===== config.mk =====
export PLATFORM = sky130hd
export DESIGN_NAME = led_pattern_gen
export DESIGN_NICKNAME = d
export VERILOG_FILES = /design/src/rtl/led_pattern_pkg.sv /design/src/rtl/led_tick_gen.sv /design/src/rtl/led_pattern_gen.sv
export SDC_FILE = /design/constraint.sdc
export NUM_CORES = 1
export LEC_CHECK = 0
export BUFFER_PORTS_ARGS = -buffer_cell sky130_fd_sc_hd__buf_2
export CAP_MARGIN = 20
export CELL_PAD_IN_SITES_DETAIL_PLACEMENT = 1
export CELL_PAD_IN_SITES_GLOBAL_PLACEMENT = 1
export CORE_MARGIN = 1.5
export CORE_UTILIZATION = 45
export DETAILED_ROUTE_END_ITERATION = 8
export GPL_TIMING_DRIVEN = 0
export PLACE_DENSITY = 0.78
export RECOVER_POWER = 100
export SLEW_MARGIN = 20
export SYNTH_ARGS = -nofsm -noshare
export SYNTH_HDL_FRONTEND = slang
export SYNTH_SLANG_ARGS = --single-unit

===== constraint.sdc =====
create_clock -name clk -period 5.7 [get_ports clk]
set_input_delay 1.71 -clock clk [delete_from_list [all_inputs] [get_ports clk]]
set_output_delay 1.71 -clock clk [all_outputs]
set_load 0.05 [all_outputs]

===== src/rtl/led_pattern_pkg.sv =====
// led_pattern_pkg
//  Shared definitions for the LED pattern engine: the pattern mode encoding
//  used on the config port and inside the top-level mode register.
package led_pattern_pkg;

  localparam int MODE_W = 2;

  typedef enum logic [MODE_W-1:0] {
    MODE_BLINK   = 2'd0,
    MODE_CHASE   = 2'd1,
    MODE_BOUNCE  = 2'd2,
    MODE_BREATHE = 2'd3
  } mode_e;

endpackage


===== src/rtl/led_tick_gen.sv =====
// led_tick_gen
//  Time base for the pattern engine. A prescaler divides the clock down to
//  one tick every PRESCALE cycles; a step counter then produces one step
//  every 'period' ticks (period 0 behaves as 1).
// Ports
//  clk      in   system clock
//  rst_n    in   asynchronous active-low reset
//  period   in   ticks per step
//  restart  in   synchronous clear of both counters
//  step     out  single-cycle step strobe
module led_tick_gen #(
  parameter int PRESCALE = 27000,
  parameter int PERIOD_W = 16
) (
  input  logic                clk,
  input  logic                rst_n,
  input  logic [PERIOD_W-1:0] period,
  input  logic                restart,
  output logic                step
);

  localparam int PRE_W = (PRESCALE > 1) ? $clog2(PRESCALE) : 1;

  logic [PRE_W-1:0]    pre_cnt_q, pre_cnt_d;
  logic [PERIOD_W-1:0] step_cnt_q, step_cnt_d;
  logic [PERIOD_W-1:0] last_step;
  logic                tick;

  // Strobes are kept apart from the counter update so that restart, which
  // the parent derives from step, never forms a loop through this block.
  always_comb begin
    last_step = (period == '0) ? '0 : period - PERIOD_W'(1);
    tick      = (pre_cnt_q == PRE_W'(PRESCALE - 1));
    step      = tick && (step_cnt_q == last_step);
  end

  always_comb begin
    pre_cnt_d  = tick ? '0 : pre_cnt_q + PRE_W'(1);
    step_cnt_d = step_cnt_q;
    if (tick) begin
      step_cnt_d = step ? '0 : step_cnt_q + PERIOD_W'(1);
    end
    if (restart) begin
      pre_cnt_d  = '0;
      step_cnt_d = '0;
    end
  end

  always_ff @(posedge clk or negedge rst_n) begin
    if (!rst_n) begin
      pre_cnt_q  <= '0;
      step_cnt_q <= '0;
    end else begin
      pre_cnt_q  <= pre_cnt_d;
      step_cnt_q <= step_cnt_d;
    end
  end

endmodule


===== src/rtl/led_pattern_gen.sv =====
// led_pattern_gen
//  LED pattern engine driving NUM_LEDS pins in BLINK, CHASE, BOUNCE or
//  BREATHE (PWM) mode at a programmable step rate. A new mode/period is
//  taken over a valid/ready port, held pending, and applied at the next step.
// Ports
//  clk         in   system clock
//  rst_n       in   asynchronous active-low reset
//  cfg_valid   in   config request
//  cfg_ready   out  high while no config is pending
//  cfg_mode    in   requested mode (mode_e encoding)
//  cfg_period  in   requested ticks per step (0 behaves as 1)
//  led         out  LED pins, inverted when ACTIVE_LOW
//  beat        out  one-cycle pulse per pattern step
module led_pattern_gen
  import led_pattern_pkg::*;
#(
  parameter int CLK_HZ     = 27000000,
  parameter int TICK_HZ    = 1000,
  parameter int NUM_LEDS   = 6,
  parameter int PERIOD_W   = 16,
  parameter int PWM_BITS   = 8,
  parameter int DEF_PERIOD = 500,
  parameter int ACTIVE_LOW = 1
) (
  input  logic                clk,
  input  logic                rst_n,
  input  logic                cfg_valid,
  output logic                cfg_ready,
  input  logic [MODE_W-1:0]   cfg_mode,
  input  logic [PERIOD_W-1:0] cfg_period,
  output logic [NUM_LEDS-1:0] led,
  output logic                beat
);

  localparam int PRESCALE = CLK_HZ / TICK_HZ;
  localparam int POS_W    = (NUM_LEDS > 1) ? $clog2(NUM_LEDS) : 1;
  localparam logic [POS_W-1:0]    POS_MAX  = POS_W'(NUM_LEDS - 1);
  localparam logic [PWM_BITS-1:0] DUTY_MAX = '1;
  localparam logic [NUM_LEDS-1:0] LED_OFF  = (ACTIVE_LOW != 0) ? '1 : '0;

  mode_e                mode_q, mode_d, pend_mode_q, pend_mode_d;
  logic [PERIOD_W-1:0]  period_q, period_d, pend_period_q, pend_period_d;
  logic                 pending_q, pending_d;
  logic                 phase_q, phase_d;
  logic [POS_W-1:0]     pos_q, pos_d;
  logic                 pos_up_q, pos_up_d;
  logic [PWM_BITS-1:0]  duty_q, duty_d;
  logic                 duty_up_q, duty_up_d;
  logic [PWM_BITS-1:0]  pwm_cnt_q, pwm_cnt_d;
  logic [NUM_LEDS-1:0]  led_q, led_d;
  logic                 beat_q, beat_d;
  logic [NUM_LEDS-1:0]  pattern;
  logic                 step, accept, apply;

  // A pending config can only apply on a step after the cycle it was
  // accepted in, so accept and apply are never true together.
  assign cfg_ready = ~pending_q;
  assign accept    = cfg_valid & cfg_ready;
  assign apply     = step & pending_q;

  led_tick_gen #(
    .PRESCALE (PRESCALE),
    .PERIOD_W (PERIOD_W)
  ) u_tick_gen (
    .clk     (clk),
    .rst_n   (rst_n),
    .period  (period_q),
    .restart (apply),
    .step    (step)
  );

  // Config handshake: latch on accept, load into the live registers at the
  // next step edge.
  always_comb begin
    mode_d        = mode_q;
    period_d      = period_q;
    pending_d     = pending_q;
    pend_mode_d   = pend_mode_q;
    pend_period_d = pend_period_q;
    if (accept) begin
      pend_mode_d   = mode_e'(cfg_mode);
      pend_period_d = cfg_period;
      pending_d     = 1'b1;
    end
    if (apply) begin
      mode_d    = pend_mode_q;
      period_d  = pend_period_q;
      pending_d = 1'b0;
    end
  end

  // Pattern state: a freshly applied config restarts from the mode's start
  // state instead of advancing on that step.
  always_comb begin
    phase_d   = phase_q;
    pos_d     = pos_q;
    pos_up_d  = pos_up_q;
    duty_d    = duty_q;
    duty_up_d = duty_up_q;
    pwm_cnt_d = pwm_cnt_q + PWM_BITS'(1);
    if (apply) begin
      phase_d   = 1'b0;
      pos_d     = '0;
      pos_up_d  = 1'b1;
      duty_d    = '0;
      duty_up_d = 1'b1;
    end else if (step) begin
      case (mode_q)
        MODE_BLINK: phase_d = ~phase_q;
        MODE_CHASE: pos_d = (pos_q == POS_MAX) ? '0 : pos_q + POS_W'(1);
        MODE_BOUNCE: begin
          // Turn around at either end so each endpoint is lit once per pass.
          if (NUM_LEDS > 1) begin
            if (pos_up_q) begin
              if (pos_q == POS_MAX) begin
                pos_d    = pos_q - POS_W'(1);
                pos_up_d = 1'b0;
              end else begin
                pos_d = pos_q + POS_W'(1);
              end
            end else begin
              if (pos_q == '0) begin
                pos_d    = pos_q + POS_W'(1);
                pos_up_d = 1'b1;
              end else begin
                pos_d = pos_q - POS_W'(1);
              end
            end
          end
        end
        MODE_BREATHE: begin
          if (duty_up_q) begin
            if (duty_q == DUTY_MAX) begin
              duty_d    = duty_q - PWM_BITS'(1);
              duty_up_d = 1'b0;
            end else begin
              duty_d = duty_q + PWM_BITS'(1);
            end
          end else begin
            if (duty_q == '0) begin
              duty_d    = duty_q + PWM_BITS'(1);
              duty_up_d = 1'b1;
            end else begin
              duty_d = duty_q - PWM_BITS'(1);
            end
          end
        end
        default: ;
      endcase
    end
  end

  // Output pattern is built from the next state so the pins change on the
  // same edge that raises beat.
  always_comb begin
    pattern = '0;
    case (mode_d)
      MODE_BLINK:   pattern = {NUM_LEDS{phase_d}};
      MODE_BREATHE: pattern = {NUM_LEDS{pwm_cnt_q < duty_d}};
      default: begin
        for (int i = 0; i < NUM_LEDS; i++) begin
          pattern[i] = (pos_d == POS_W'(i));
        end
      end
    endcase
    led_d  = (ACTIVE_LOW != 0) ? ~pattern : pattern;
    beat_d = step;
  end

  always_ff @(posedge clk or negedge rst_n) begin
    if (!rst_n) begin
      mode_q        <= MODE_BLINK;
      period_q      <= PERIOD_W'(DEF_PERIOD);
      pending_q     <= 1'b0;
      pend_mode_q   <= MODE_BLINK;
      pend_period_q <= '0;
      phase_q       <= 1'b0;
      pos_q         <= '0;
      pos_up_q      <= 1'b1;
      duty_q        <= '0;
      duty_up_q     <= 1'b1;
      pwm_cnt_q     <= '0;
      led_q         <= LED_OFF;
      beat_q        <= 1'b0;
    end else begin
      mode_q        <= mode_d;
      period_q      <= period_d;
      pending_q     <= pending_d;
      pend_mode_q   <= pend_mode_d;
      pend_period_q <= pend_period_d;
      phase_q       <= phase_d;
      pos_q         <= pos_d;
      pos_up_q      <= pos_up_d;
      duty_q        <= duty_d;
      duty_up_q     <= duty_up_d;
      pwm_cnt_q     <= pwm_cnt_d;
      led_q         <= led_d;
      beat_q        <= beat_d;
    end
  end

  assign led  = led_q;
  assign beat = beat_q;

endmodule


Word level (Yosys, flattened, before mapping)
Index checks and enable logic that the tools add are counted.
- flip-flop bits (word level): 97
- bits of input ports: 21
- magnitude comparators: 1
- muxes and demuxes: 38
- equal/unequal tests: 13
- add/sub/neg operators: 8
- reductions and logical operators: 14
- bitwise gates (word level): 5
- operators with widths (kind ; count):
    two-way mux 16 bit ; 4
    two-way mux 8 bit ; 6
    two-way mux 15 bit ; 2
    two-way mux 3 bit ; 6
    two-way mux 1 bit ; 17
    adder 16 x 1 -> 16 bit (second input constant) ; 1
    adder 8 x 1 -> 8 bit (second input constant) ; 2
    == test 16 bit ; 1
    zero test 16 bit ; 1
    subtractor 16 x 1 -> 16 bit (second input constant) ; 1
    adder 15 x 1 -> 15 bit (second input constant) ; 1
    == test 15 bit (second input constant) ; 1
    case mux 6 bit (2 select lines) ; 1
    nonzero test 2 bit ; 5
    == test 3 bit (second input constant) ; 3
    == test 8 bit (second input constant) ; 1
    zero test 8 bit ; 1
    less-than comparator 8 bit ; 1
    subtractor 8 x 1 -> 8 bit (second input constant) ; 1
    == test 2 bit (second input constant) ; 3
    == test 3 x 2 -> 1 bit (second input constant) ; 2
    zero test 3 bit ; 2
    inverter 6 bit ; 1
    case mux 3 bit (2 select lines) ; 1
    other kinds (10) ; 14

Depth between registers and ports, before layout
Gate-level depths: netlist of run 1.
- depth in word-level cells: 9
- mapped depth: 23
- depth with buffers taken out: 21

Cells and area by module
From an unflattened synthesis of run 1, not the netlist that was laid out.
- cells, all modules: 633
- area, all modules: 5973.2 µm²
- by module, submodules not included (module ; cells an instance ; instances ; area each (µm²)):
    led_pattern_gen ; 339 ; 1 ; 3499.6
    led_tick_gen ; 294 ; 1 ; 2473.6

Worst setup path after synthesis of run 1
No wires, ideal clock.
- path type: register to register
- start point: register period_q[0]
- end point: register led_q[2] (netlist: led[2])
- arrival time: 4679 ps
- cell stages (with the launch flop): 24
- setup time: 89 ps
- setup slack: 932 ps
- period minus slack after synthesis: 4768 ps
- cell sequence: dfrtp_1 > inv_1 > ha_1 > nor2b_1 > nand4_2 > or4b_1 > a21o_1 > a31o_1 > or4_4 > buf_6 > nor3_1 > buf_2 > nand2_1 > clkbuf_1 > nand2_1 > ha_1 > a21oi_1 > nor2b_1 > o21ai_0 > nand3b_1 > o21bai_1 > o311ai_0 > a211o_2 > o211ai_1
- longest elaborated chain between the ends: 9
- ends and longest elaborated chain (item ; RTL line ; text):
    start, declared ; led_pattern_gen.sv:42 ; logic [PERIOD_W-1:0] period_q, period_d, pend_period_q, pend_period_d;
    start signal, assigned ; led_pattern_gen.sv:173 ; period_q <= PERIOD_W'(DEF_PERIOD);
    start signal, assigned ; led_pattern_gen.sv:187 ; period_q <= period_d;
    subtractor 16 x 1 -> 16 bit or zero test 16 bit (tied branches) ; led_tick_gen.sv:32 ; last_step = (period == '0) ? '0 : period - PERIOD_W'(1);
    two-way mux 16 bit * ; led_tick_gen.sv:32 ;
    == test 16 bit * ; led_tick_gen.sv:34 ; step = tick && (step_cnt_q == last_step);
    logical AND 1 bit * ; led_tick_gen.sv:34 ;
    two-way mux 8 bit, or another cell as far along ; led_pattern_gen.sv:107 ; end else if (step) begin
    two-way mux 8 bit, or another cell as far along ; led_pattern_gen.sv:101 ; if (apply) begin
    less-than comparator 8 bit, or another cell as far along ; led_pattern_gen.sv:159 ; MODE_BREATHE: pattern = {NUM_LEDS{pwm_cnt_q < duty_d}};
    case mux 6 bit (2 select lines) * ; led_pattern_gen.sv:157 ; case (mode_d)
    inverter 6 bit * ; led_pattern_gen.sv:166 ; led_d = (ACTIVE_LOW != 0) ? ~pattern : pattern;
    via led_d[2] ; led_pattern_gen.sv:50 ; logic [NUM_LEDS-1:0] led_q, led_d;
    end signal, assigned ; led_pattern_gen.sv:197 ; led_q <= led_d;
    end, declared ; led_pattern_gen.sv:50 ;
The timed path passes the listed nets; every way through them passes the cells marked *.
A chain may end at the register's enable or synchronous reset.

Worst setup path in the final report of run 1
- start point: register period_q[0]
- end point: register led_q[4] (netlist: led[4])
- longest elaborated chain between the ends: 9
- ends and longest elaborated chain (item ; RTL line):
    subtractor 16 x 1 -> 16 bit or zero test 16 bit (tied branches) ; led_tick_gen.sv:32
    two-way mux 16 bit * ; led_tick_gen.sv:32
    == test 16 bit * ; led_tick_gen.sv:34
    logical AND 1 bit * ; led_tick_gen.sv:34
    two-way mux 8 bit, or another cell as far along ; led_pattern_gen.sv:107
    two-way mux 8 bit, or another cell as far along ; led_pattern_gen.sv:101
    less-than comparator 8 bit, or another cell as far along ; led_pattern_gen.sv:159
    case mux 6 bit (2 select lines) * ; led_pattern_gen.sv:157
    inverter 6 bit * ; led_pattern_gen.sv:166
    via led_d[4] ; led_pattern_gen.sv:50
Marks and branches as above.

==> out/qor.csv, run 1 <==
stage,metric,value,unit
run_status,violations,"capacitance limit, slew limit",
yosys,yosysUniqueCellTypes,69,
sta,setup_viol,0,
final_layout,diodes,0,
global_routing,grt_overflow,0,
yosys,synth_top_area_share,37.1,%
cts,cts-buffers-inserted,9,
yosys,syn_inst,566,
yosys,syn_area,5600,um2
yosys,synth.avg_cell_area,9.89,um2
cts,cts.sinks,97,
routing,routed-via-count,4476,
sta,rsz0062_at_grt,no,
sta,drv_slew,99,
cts,hold_buffers,0,
yosys,yosysMostFrequentCell,dfrtp_1,
routing,routed_wl,14000,um
run_status,status,finished with violations,
sta,tightestPinTransition,2.00,ns
global_routing,globalRouteTotalUtil,23.1,%
routing,dr.pass1.iters,6,
yosys,ys_ff_latch,97,
pwr,ir_drop,214,uV
worst_setup_path,critical_path.top_delay_family,simple AND/OR/NAND/NOR gates,
sta,relSlewSlack,-33.5,%
cts,insertion_delay,0.35,ns
die,ioPinCount,29,
worst_setup_path,path_cells,inv_1 -> ha_1 -> nor2b_4 -> nand4_2 -> or4b_1 -> a21o_1 -> a31o_1 -> or4_4 -> buf_6 -> or3_1 -> buf_6 -> a211oi_1 -> xor2_1 -> nand2_1 -> ha_1 -> o21a_1 -> o22ai_1 -> o21bai_1 -> o311ai_0 -> a211o_2 -> o21ai_1,
die,start_util,46.4,%
final_layout,n_fill_cell,1394,
worst_setup_path,cp_num_buf_inv,3,
yosys,ys_seq_area_share,43.7,%
yosys,synth-edff-count,0,
cts,cts.path.max_buffers,2,
die,die_area,13100,um2
yosys,yosys-top-cells-count,"83 x dfrtp_1, 43 x nor2_1, 40 x nand2_1",
sta,fin_setup_tns,0,ns
yosys,synth_warnings,0,
pwr,p_per_area,230,nW/um2
flow_run,maxCapViolCount,2,
yosys,syn_nets,611,
sta,hold_viol_final,0,
worst_setup_path,max_stage_delay,0.55,ns
yosys,synth_area_leader_cell,dfrtp_1,
cts,cts_root_buf,clkbuf_16,
yosys,synth_area_leaders,"dfrtp_1 37%, dfstp_2 6.6%, mux2_2 6.2%",
placement,portBuffers,28,
sta,finalCritPeriodShare,93.1,%
placement,hpwl,10200,um
pwr,finalPower,1.45,mW
pwr,p_leak,2.86,nW
global_routing,grt_max_degree,60,
cts,cts_tree,yes,
placement,dp_cells,764,
final_layout,fin_cells,781,
worst_setup_path,cp-start-kind,register,
yosys,synth-async-reset-ratio,100,%
global_routing,antenna_found_initial,0,
routing,drcViolationCount,0,
routing,post_drt_wl_per_cell,17.9,um
die,num_rows,40,
worst_setup_path,cp_max_fo,9,
placement,gp_congestion,0.852,
final_layout,drive_gt1_share,16.6,%
worst_hold_path,hold_path.class,register to register,
worst_setup_path,worstPathArrival,5.58,ns
routing,drt-initial-drc-count,271,
yosys,synth_ff_type,dfrtp_1,
global_routing,grt_pass1_wl,23800,um
die,core_area,12100,um2
final_layout,area_delta_synth_final,12.8,%
routing,antenna_left,0,
sta,fin_skew,0.00768,ns
sta,fmax,188,MHz
cts,clkTransAtPathRegs,0.07,ns
worst_setup_path,worst_path_max_delay_cell,or4b_1,
sta,min_period,5.31,ns
routing,via_per_inst,5.73,
worst_setup_path,cp.required,5.97,ns
global_routing,grt_pass1_vias,4790,
die,die_w,115,um
final_layout,finalNetCount,653,
die,die_h,115,um
cts,htree_levels,3,
worst_setup_path,cp-end-kind,register,
worst_setup_path,path_class,register to register,
==> what timing repair did <==
item / in CTS / in global routing
setup endpoints to repair: 6 / 6
resized for setup: 1 / 11
buffers inserted: 0 / 1
pin swaps: 0 / 1
==> per-stage QoR <==
stage | hold WS, ns | area (um2) | util [%] | setup slack (ns)
floorplan | 0.446 | 5600 | - | 0.932
global placement | 0.469 | 5950 | 49.3 | 0.184
detailed placement | 0.480 | 6000 | 49.7 | -0.0306
CTS | 0.492 | 6340 | 52.6 | 0.0706
global route | 0.509 | 6320 | 52.4 | 0.0374
finish | 0.487 | 6320 | 52.4 | 0.393
==> placed cells by master, fill, tap and decap left out, types with 6 or more instances in the layout <==
master	instances
a21oi_1	14
xnor2_1	21
or3_1	11
and3_1	11
clkbuf_1	27
buf_2	18
dfstp_2	14
o31ai_1	9
o22ai_1	6
nor2_1	44
nor2b_1	6
o21ai_0	29
nor3_1	12
inv_1	24
xor2_1	24
nor4_1	6
dfrtp_1	83
mux2i_1	8
nand4_1	17
nand3_1	29
mux2_2	31
nand2_1	39
ha_1	24
clkbuf_16	9
==> logic make-up after synthesis <==
kind of cell / count (synthesis) / share of synthesized area, %
AO/OA/AOI/OAI: 101 / 12.3
XOR/XNOR: 45 / 7.04
adder cells (fa/ha/maj): 24 / 5.36
buffers and inverters: 46 / 3.53
flip-flops: 97 / 43.7
multiplexers: 39 / 7.66
AND/OR/NAND/NOR: 214 / 20.4
==> layer usage <==
layer | vias up | wire, um | GRT usage (%)
met2 | 84 | 6850 | 38.4
li1 | 2115 | - | -
met3 | 30 | 433 | 3.49
met4 | 0 | 340 | 9.33
met1 | 2247 | 6400 | 30.2
met5 | - | 0 | 0
==> final cells by class <==
cell class | instances | area (um2) | area share, %
buffer | 22 | 105 | 1.66
clock buffer | 11 | 243 | 3.84
inverter | 24 | 90.1 | 1.43
clock inverter | 5 | 103 | 1.62
sequential | 97 | 2440 | 38.7
multi-input combinational | 423 | 2970 | 47.1
timing repair buffer | 31 | 148 | 2.34
tap | 168 | 210 | 3.33
==> registers in the layout (all words and copies together), names as in the netlist <==
register,count
period_q,16
pos_up_q,1
pending_q,1
u_tick_gen.pre_cnt_q,15
phase_q,1
pend_mode_q,2
mode_q,2
beat,1
pend_period_q,16
duty_q,8
u_tick_gen.step_cnt_q,16
led,6
pos_q,3
pwm_cnt_q,8
duty_up_q,1
==> path summary, 6_finish.rpt <==
| kind | slack [ns] | endpoint | cells past startpoint | start |
|---|---|---|---|---|
| min reg2reg | 0.49 | u_tick_gen.pre_cnt_q[0] | 1 | u_tick_gen.pre_cnt_q[0] |
| min in group asynchronous | 1.92 | u_tick_gen.pre_cnt_q[11] | 1 | rst_n |
| max reg2reg | 0.39 | led[4] | 21 | period_q[0] |
| min | 0.49 | u_tick_gen.pre_cnt_q[0] | 1 | u_tick_gen.pre_cnt_q[0] |
| max | 0.39 | led[4] | 21 | period_q[0] |
| max in group asynchronous | 1.42 | pos_q[2] | 2 | rst_n |
==> report_power, final <==
| part | internal, mW | switching (mW) | total [mW] |
|---|---|---|---|
| registers | 0.704 | 0.00904 | 0.713 |
| logic | 0.0156 | 0.0191 | 0.0346 |
| clock network | 0.440 | 0.265 | 0.705 |
| total | 1.16 | 0.293 | 1.45 |
Power figures use the tool's default switching activity.
==> inputs of run 2 (changes only) <==
--- a/config.mk
+++ b/config.mk
@@ -5,7 +5,7 @@
 export SDC_FILE = /design/constraint.sdc
 export NUM_CORES = 1
 export LEC_CHECK = 0
-export BUFFER_PORTS_ARGS = -buffer_cell sky130_fd_sc_hd__buf_2
+export BUFFER_PORTS_ARGS = -buffer_cell sky130_fd_sc_hd__clkbuf_2
 export CAP_MARGIN = 20
 export CELL_PAD_IN_SITES_DETAIL_PLACEMENT = 1
 export CELL_PAD_IN_SITES_GLOBAL_PLACEMENT = 1
==> constraint.sdc (replaced) <==
create_clock -name clk -period 5.7 [get_ports clk]
set_input_delay 1.425 -clock clk [delete_from_list [all_inputs] [get_ports clk]]
set_output_delay 1.425 -clock clk [all_outputs]
set_load 0.05 [all_outputs]
==> out/qor.csv, run 2 (synthesized netlist as in run 1, its figures left out) <==
stage,metric,value,unit
placement,pre_cts_ws,-0.106,ns
final_layout,n_fill_cell,1367,
global_routing,use_met2,39.2,%
pwr,p_int,1.07,mW
global_routing,grt-busiest-layer,met2,
sta,finalCritPeriodShare,93.2,%
global_routing,gr-usage-met1,28.5,%
worst_setup_path,cp-end-kind,register,
flow_run,maxCapViolCount,2,
sta,tightestPinTransition,2.73,ns
final_layout,drive_gt1_share,16.8,%
final_layout,largestRegisters,"pend_period_q x16, period_q x16, u_tick_gen.step_cnt_q x16",
routing,routed-via-count,4376,
run_status,violations,"capacitance limit, slew limit",
cts,htree_levels,3,
worst_setup_path,cp_max_fo,10,
pwr,switchingPower,0.286,mW
global_routing,use_met3,3.28,%
routing,drt-initial-drc-count,177,
cts,cts.path.max_buffers,2,
cts,insertion_delay,0.35,ns
pwr,p_comb_share,2.6,%
pwr,clock_power_share,44.8,%
sta,setup_viol,0,
die,start_util,46.4,%
cts,cts_setup_buffers,0,
pwr,finalPower,1.36,mW
pwr,netSwitchingFraction,21.1,%
cts,hold_buffers,0,
placement,hpwl,10100,um
pwr,ir_drop,175,uV
sta,min_period,5.31,ns
cts,cts-buffers-inserted,9,
placement,portBuffers,28,
final_layout,diodes,0,
cts,cts_root_buf,clkbuf_16,
sta,fin_skew,0.0106,ns
die,core_area,12100,um2
pwr,p_leak,2.83,nW
routing,post_drt_wl_per_cell,17.4,um
die,die_area,13100,um2
die,die_w,115,um
worst_hold_path,hold_path.class,register to register,
placement,gp_congestion,0.859,
cts,clkTransAtPathRegs,0.07,ns
die,die_h,115,um
die,ioPinCount,29,
sta,relSlewSlack,-82.0,%
global_routing,antenna_found_initial,0,
routing,drcViolationCount,0,
routing,via_per_inst,5.61,
die,num_rows,40,
final_layout,area_delta_synth_final,12.3,%
routing,dr.pass1.iters,4,
pwr,seq_power_share,52.6,%
global_routing,grt_overflow,0,
cts,cts.sinks,97,
worst_setup_path,cp.required,5.97,ns
worst_setup_path,path_class,register to register,
sta,final.setup.worst_slack,0.386,ns
final_layout,multi_input_area,2980,um2
routing,routed_wl,13600,um
global_routing,grt_max_degree,62,
routing,antenna_left,0,
sta,rsz0062_at_grt,no,
final_layout,final_common_cell,dfrtp_1,
global_routing,grt_pass1_vias,4638,
pwr,p_per_area,216,nW/um2
run_status,status,finished with violations,
worst_setup_path,cp-start-kind,register,
sta,fmax,188,MHz
global_routing,globalRouteTotalUtil,22.4,%
sta,hold_viol_final,0,
final_layout,seqCellArea,2440,um2
worst_setup_path,worstPathArrival,5.58,ns
final_layout,finalNetCount,652,
sta,drv_slew,100,
cts,cts_tree,yes,
global_routing,grt_pass1_wl,23000,um
final_layout,layout.cells.most_common_list,"83 x dfrtp_1, 43 x nor2_1, 39 x nand2_1",
## run 2: cell count changes in the layout (fill, tap and decap cells not counted), sizes merged
cell          delta
clkbuf          +14
clkinv           +1
bufinv           -2
clkinvlp         +1
dlymetal6s2s     +1
buf             -16
## run 2: routing by layer
| layer | wire length, um | vias to the layer above |
|---|---|---|
| met5 | 0 | - |
| met4 | 213 | 0 |
| met3 | 366 | 21 |
| met2 | 6820 | 57 |
| met1 | 6200 | 2187 |
| li1 | - | 2111 |
## run 2: path summary, 6_finish.rpt
check | start | slack, ns | endpoint | cells past startpoint
max in group asynchronous | rst_n | 0.70 | pend_period_q[0] | 2
worst min register to register | pwm_cnt_q[7] | 0.48 | pwm_cnt_q[7] | 1
worst min-delay path | pwm_cnt_q[7] | 0.48 | pwm_cnt_q[7] | 1
worst max register to register | period_q[0] | 0.39 | led[4] | 22
min in group asynchronous | rst_n | 1.58 | u_tick_gen.pre_cnt_q[11] | 1
worst max-delay path | period_q[0] | 0.39 | led[4] | 22
## run 2: area by class of cell
type / instances / share of cell area [%]
flip-flops and latches: 97 / 38.9
multi-input cells: 423 / 47.4
clock inverters: 5 / 0.876
well taps: 168 / 3.34
repair buffers: 30 / 2.35
clock buffers: 11 / 3.86
plain buffers: 22 / 1.87
inverters: 24 / 1.43
## run 2: critical path, stage by stage (launching register included)
cell,delay [ns]
dfrtp_1,0.45
inv_1,0.11
ha_2,0.24
nor2b_4,0.23
nand4_2,0.18
or4b_1,0.54
a21o_1,0.19
a31o_1,0.25
or4_1,0.54
buf_6,0.17
nor3_4,0.19
buf_6,0.20
nand3_1,0.11
xnor2_1,0.25
nand2_1,0.10
ha_1,0.29
nor2b_1,0.12
o21ai_0,0.10
nand3b_1,0.13
o21bai_1,0.14
o311ai_0,0.17
a211o_2,0.42
o21ai_1,0.13
## run 2: timing repair
action,CTS,global route
setup endpoints to repair,6,6
pin swaps,0,1
gates resized for setup,3,11
## run 2: per-stage QoR
step	area (um2)	setup TNS [ns]	instances	hold slack [ns]	utilization, %
floorplan	5600	0	566	0.446	-
CTS	6300	0	780	0.486	52.3
global placement	5950	0	762	0.469	49.3
detailed placement	6000	-0.514	764	0.472	49.7
finish	6290	0	780	0.477	52.1
global route	6290	0	780	0.492	52.1
## run 2: power by group through the flow
stage	Sequential, mW	Clock [mW]	Combinational [mW]
after floorplan	0.721	0	0.0131
after global placement	0.724	0	0.0334
after detailed placement	0.725	0	0.0390
after CTS	0.713	0.622	0.0395
after global routing	0.715	0.647	0.0397
final	0.713	0.608	0.0352
==> inputs of run 3 (changes only) <==
--- a/config.mk
+++ b/config.mk
@@ -15,6 +15,7 @@
 export GPL_TIMING_DRIVEN = 0
 export PLACE_DENSITY = 0.78
 export RECOVER_POWER = 100
+export SETUP_SLACK_MARGIN = 0.5
 export SLEW_MARGIN = 20
 export SYNTH_ARGS = -nofsm -noshare
 export SYNTH_HDL_FRONTEND = slang
==> out/qor.csv, run 3 (synthesized netlist as in run 1, its figures left out) <==
stage,metric,value,unit
sta,hold_viol_final,0,
worst_setup_path,worst_path_max_delay_cell,or4_1,
die,core_area,12100,um2
cts,htree_levels,3,
final_layout,n_fill_cell,1369,
sta,min_period,5.12,ns
routing,antenna_left,0,
pwr,switchingPower,0.285,mW
routing,via_per_inst,5.66,
placement,hpwl,10100,um
worst_setup_path,cp.required,5.97,ns
pwr,seq_power_share,52.6,%
cts,insertion_delay,0.35,ns
worst_setup_path,cp_num_buf_inv,4,
sta,setup_viol,0,
worst_setup_path,path_class,register to register,
final_layout,area_delta_synth_final,14.6,%
pwr,p_comb_share,2.7,%
final_layout,layout.cells.most_common_list,"81 x dfrtp_1, 44 x nor2_1, 39 x nand2_1",
cts,hold_buffers,0,
global_routing,globalRouteTotalUtil,22.8,%
sta,rsz0062_at_grt,no,
final_layout,largestRegisters,"pend_period_q x16, period_q x16, u_tick_gen.step_cnt_q x16",
sta,tightestPinTransition,1.96,ns
worst_setup_path,max_stage_delay,0.54,ns
routing,drcViolationCount,0,
cts,cts.path.max_buffers,2,
die,die_area,13100,um2
placement,portBuffers,28,
global_routing,antenna_found_initial,0,
routing,drt-initial-drc-count,197,
worst_setup_path,critical_path.top_delay_family,simple AND/OR/NAND/NOR gates,
final_layout,final_common_cell,dfrtp_1,
cts,cts-buffers-inserted,9,
die,die_w,115,um
run_status,status,finished with violations,
global_routing,grt_max_degree,62,
global_routing,grt_pass1_wl,23300,um
routing,routed-via-count,4486,
worst_hold_path,hold_path.class,register to register,
die,start_util,46.4,%
placement,gp_congestion,0.859,
final_layout,diodes,0,
global_routing,grt_pass1_vias,4714,
pwr,p_leak,2.89,nW
sta,relSlewSlack,-30.4,%
routing,dr.pass1.iters,4,
sta,finalCritPeriodShare,89.8,%
worst_setup_path,path_cells,inv_1 -> ha_4 -> nor2b_1 -> nand4_4 -> or4b_1 -> a21o_1 -> a31o_1 -> or4_1 -> buf_6 -> nor3_4 -> buf_6 -> nand2_2 -> clkbuf_1 -> nand2_1 -> ha_1 -> a21oi_2 -> nor2b_1 -> o21ai_1 -> nand3b_1 -> o21bai_1 -> o311ai_1 -> a211o_2 -> o211ai_1,
final_layout,seqCellArea,2450,um2
pwr,netSwitchingFraction,21.0,%
routing,post_drt_wl_per_cell,17.5,um
worst_setup_path,cp_max_fo,10,
die,num_rows,40,
final_layout,multi_input_area,3000,um2
flow_run,maxCapViolCount,1,
sta,fmax,195,MHz
global_routing,grt_overflow,0,
pwr,p_per_area,211,nW/um2
final_layout,finalNetCount,665,
die,ioPinCount,29,
sta,fin_skew,0.00906,ns
sta,drv_slew,37,
pwr,clock_power_share,44.7,%
routing,routed_wl,13900,um
cts,cts.sinks,97,
worst_setup_path,cp-end-kind,register,
pwr,p_int,1.07,mW
final_layout,drive_gt1_share,18.9,%
worst_setup_path,cp-start-kind,register,
sta,final.setup.worst_slack,0.580,ns
cts,cts_tree,yes,
cts,cts_root_buf,clkbuf_16,
pwr,finalPower,1.36,mW
run_status,violations,"capacitance limit, slew limit",
placement,pre_cts_ws,-0.106,ns
die,die_h,115,um
pwr,ir_drop,175,uV
worst_setup_path,worstPathArrival,5.39,ns
cts,clkTransAtPathRegs,0.07,ns
[run 3: per-stage QoR]
step	utilization [%]	instance area [um2]	std cells	TNS [ns]	hold slack [ns]
6_report	53.2	6410	793	0	0.477
2_1_floorplan	-	5600	566	0	0.446
3_3_place_gp	49.3	5950	762	0	0.469
3_5_place_dp	49.7	6000	764	-0.514	0.472
5_1_grt	53.2	6410	793	0	0.492
4_1_cts	52.9	6380	785	0	0.486
[run 3: cell type report]
cell class,count,share of cell area (%)
buffer,22,1.66
clock buffer,11,3.78
clock inverter,5,0.858
inverter,24,1.40
multi-input combinational,423,46.8
sequential,97,38.2
tap,168,3.28
timing repair buffer,43,4.06
[run 3: worst reg2reg max path, stage by stage, from the launching register on]
cell and delay (ns):
dfrtp_2 0.41, inv_1 0.11, ha_4 0.17, nor2b_1 0.28
nand4_4 0.17, or4b_1 0.52, a21o_1 0.19, a31o_1 0.25
or4_1 0.54, buf_6 0.17, nor3_4 0.16, buf_6 0.17
nand2_2 0.13, clkbuf_1 0.29, nand2_1 0.15, ha_1 0.26
a21oi_2 0.13, nor2b_1 0.05, o21ai_1 0.15, nand3b_1 0.13
o21bai_1 0.19, o311ai_1 0.11, a211o_2 0.23, o211ai_1 0.10
[run 3: worst paths after layout]
path | from | end | slack (ns) | cells past startpoint
max | period_q[0] | led[2] | 0.58 | 23
min reg2reg | pwm_cnt_q[7] | pwm_cnt_q[7] | 0.48 | 1
max in group asynchronous | rst_n | period_q[1] | 2.80 | 1
min | pwm_cnt_q[7] | pwm_cnt_q[7] | 0.48 | 1
max reg2reg | period_q[0] | led[2] | 0.58 | 23
min in group asynchronous | rst_n | u_tick_gen.pre_cnt_q[11] | 1.63 | 1
[run 3: metal layers]
layer  global-route usage, %  part of all wire, %  up-vias
met5                       0                    0        -
met4                    8.25                  1.9        0
met3                    3.34                  2.6       25
met2                    39.6                   50       66
met1                    29.0                   46     2261
li1                        -                    -     2134
[run 3: timing repair]
item | in CTS | in global routing
endpoints found under the setup margin | 6 | 6
pin swaps | 3 | 6
resized for setup | 13 | 16
buffers inserted | 5 | 8
[run 3: power groups by stage]
stage	Combinational (mW)	Sequential, mW	Clock, mW
after global placement	0.0334	0.724	0
after CTS	0.0395	0.713	0.622
after global routing	0.0416	0.714	0.647
after detailed placement	0.0390	0.725	0
after floorplan	0.0131	0.721	0
final	0.0368	0.713	0.607
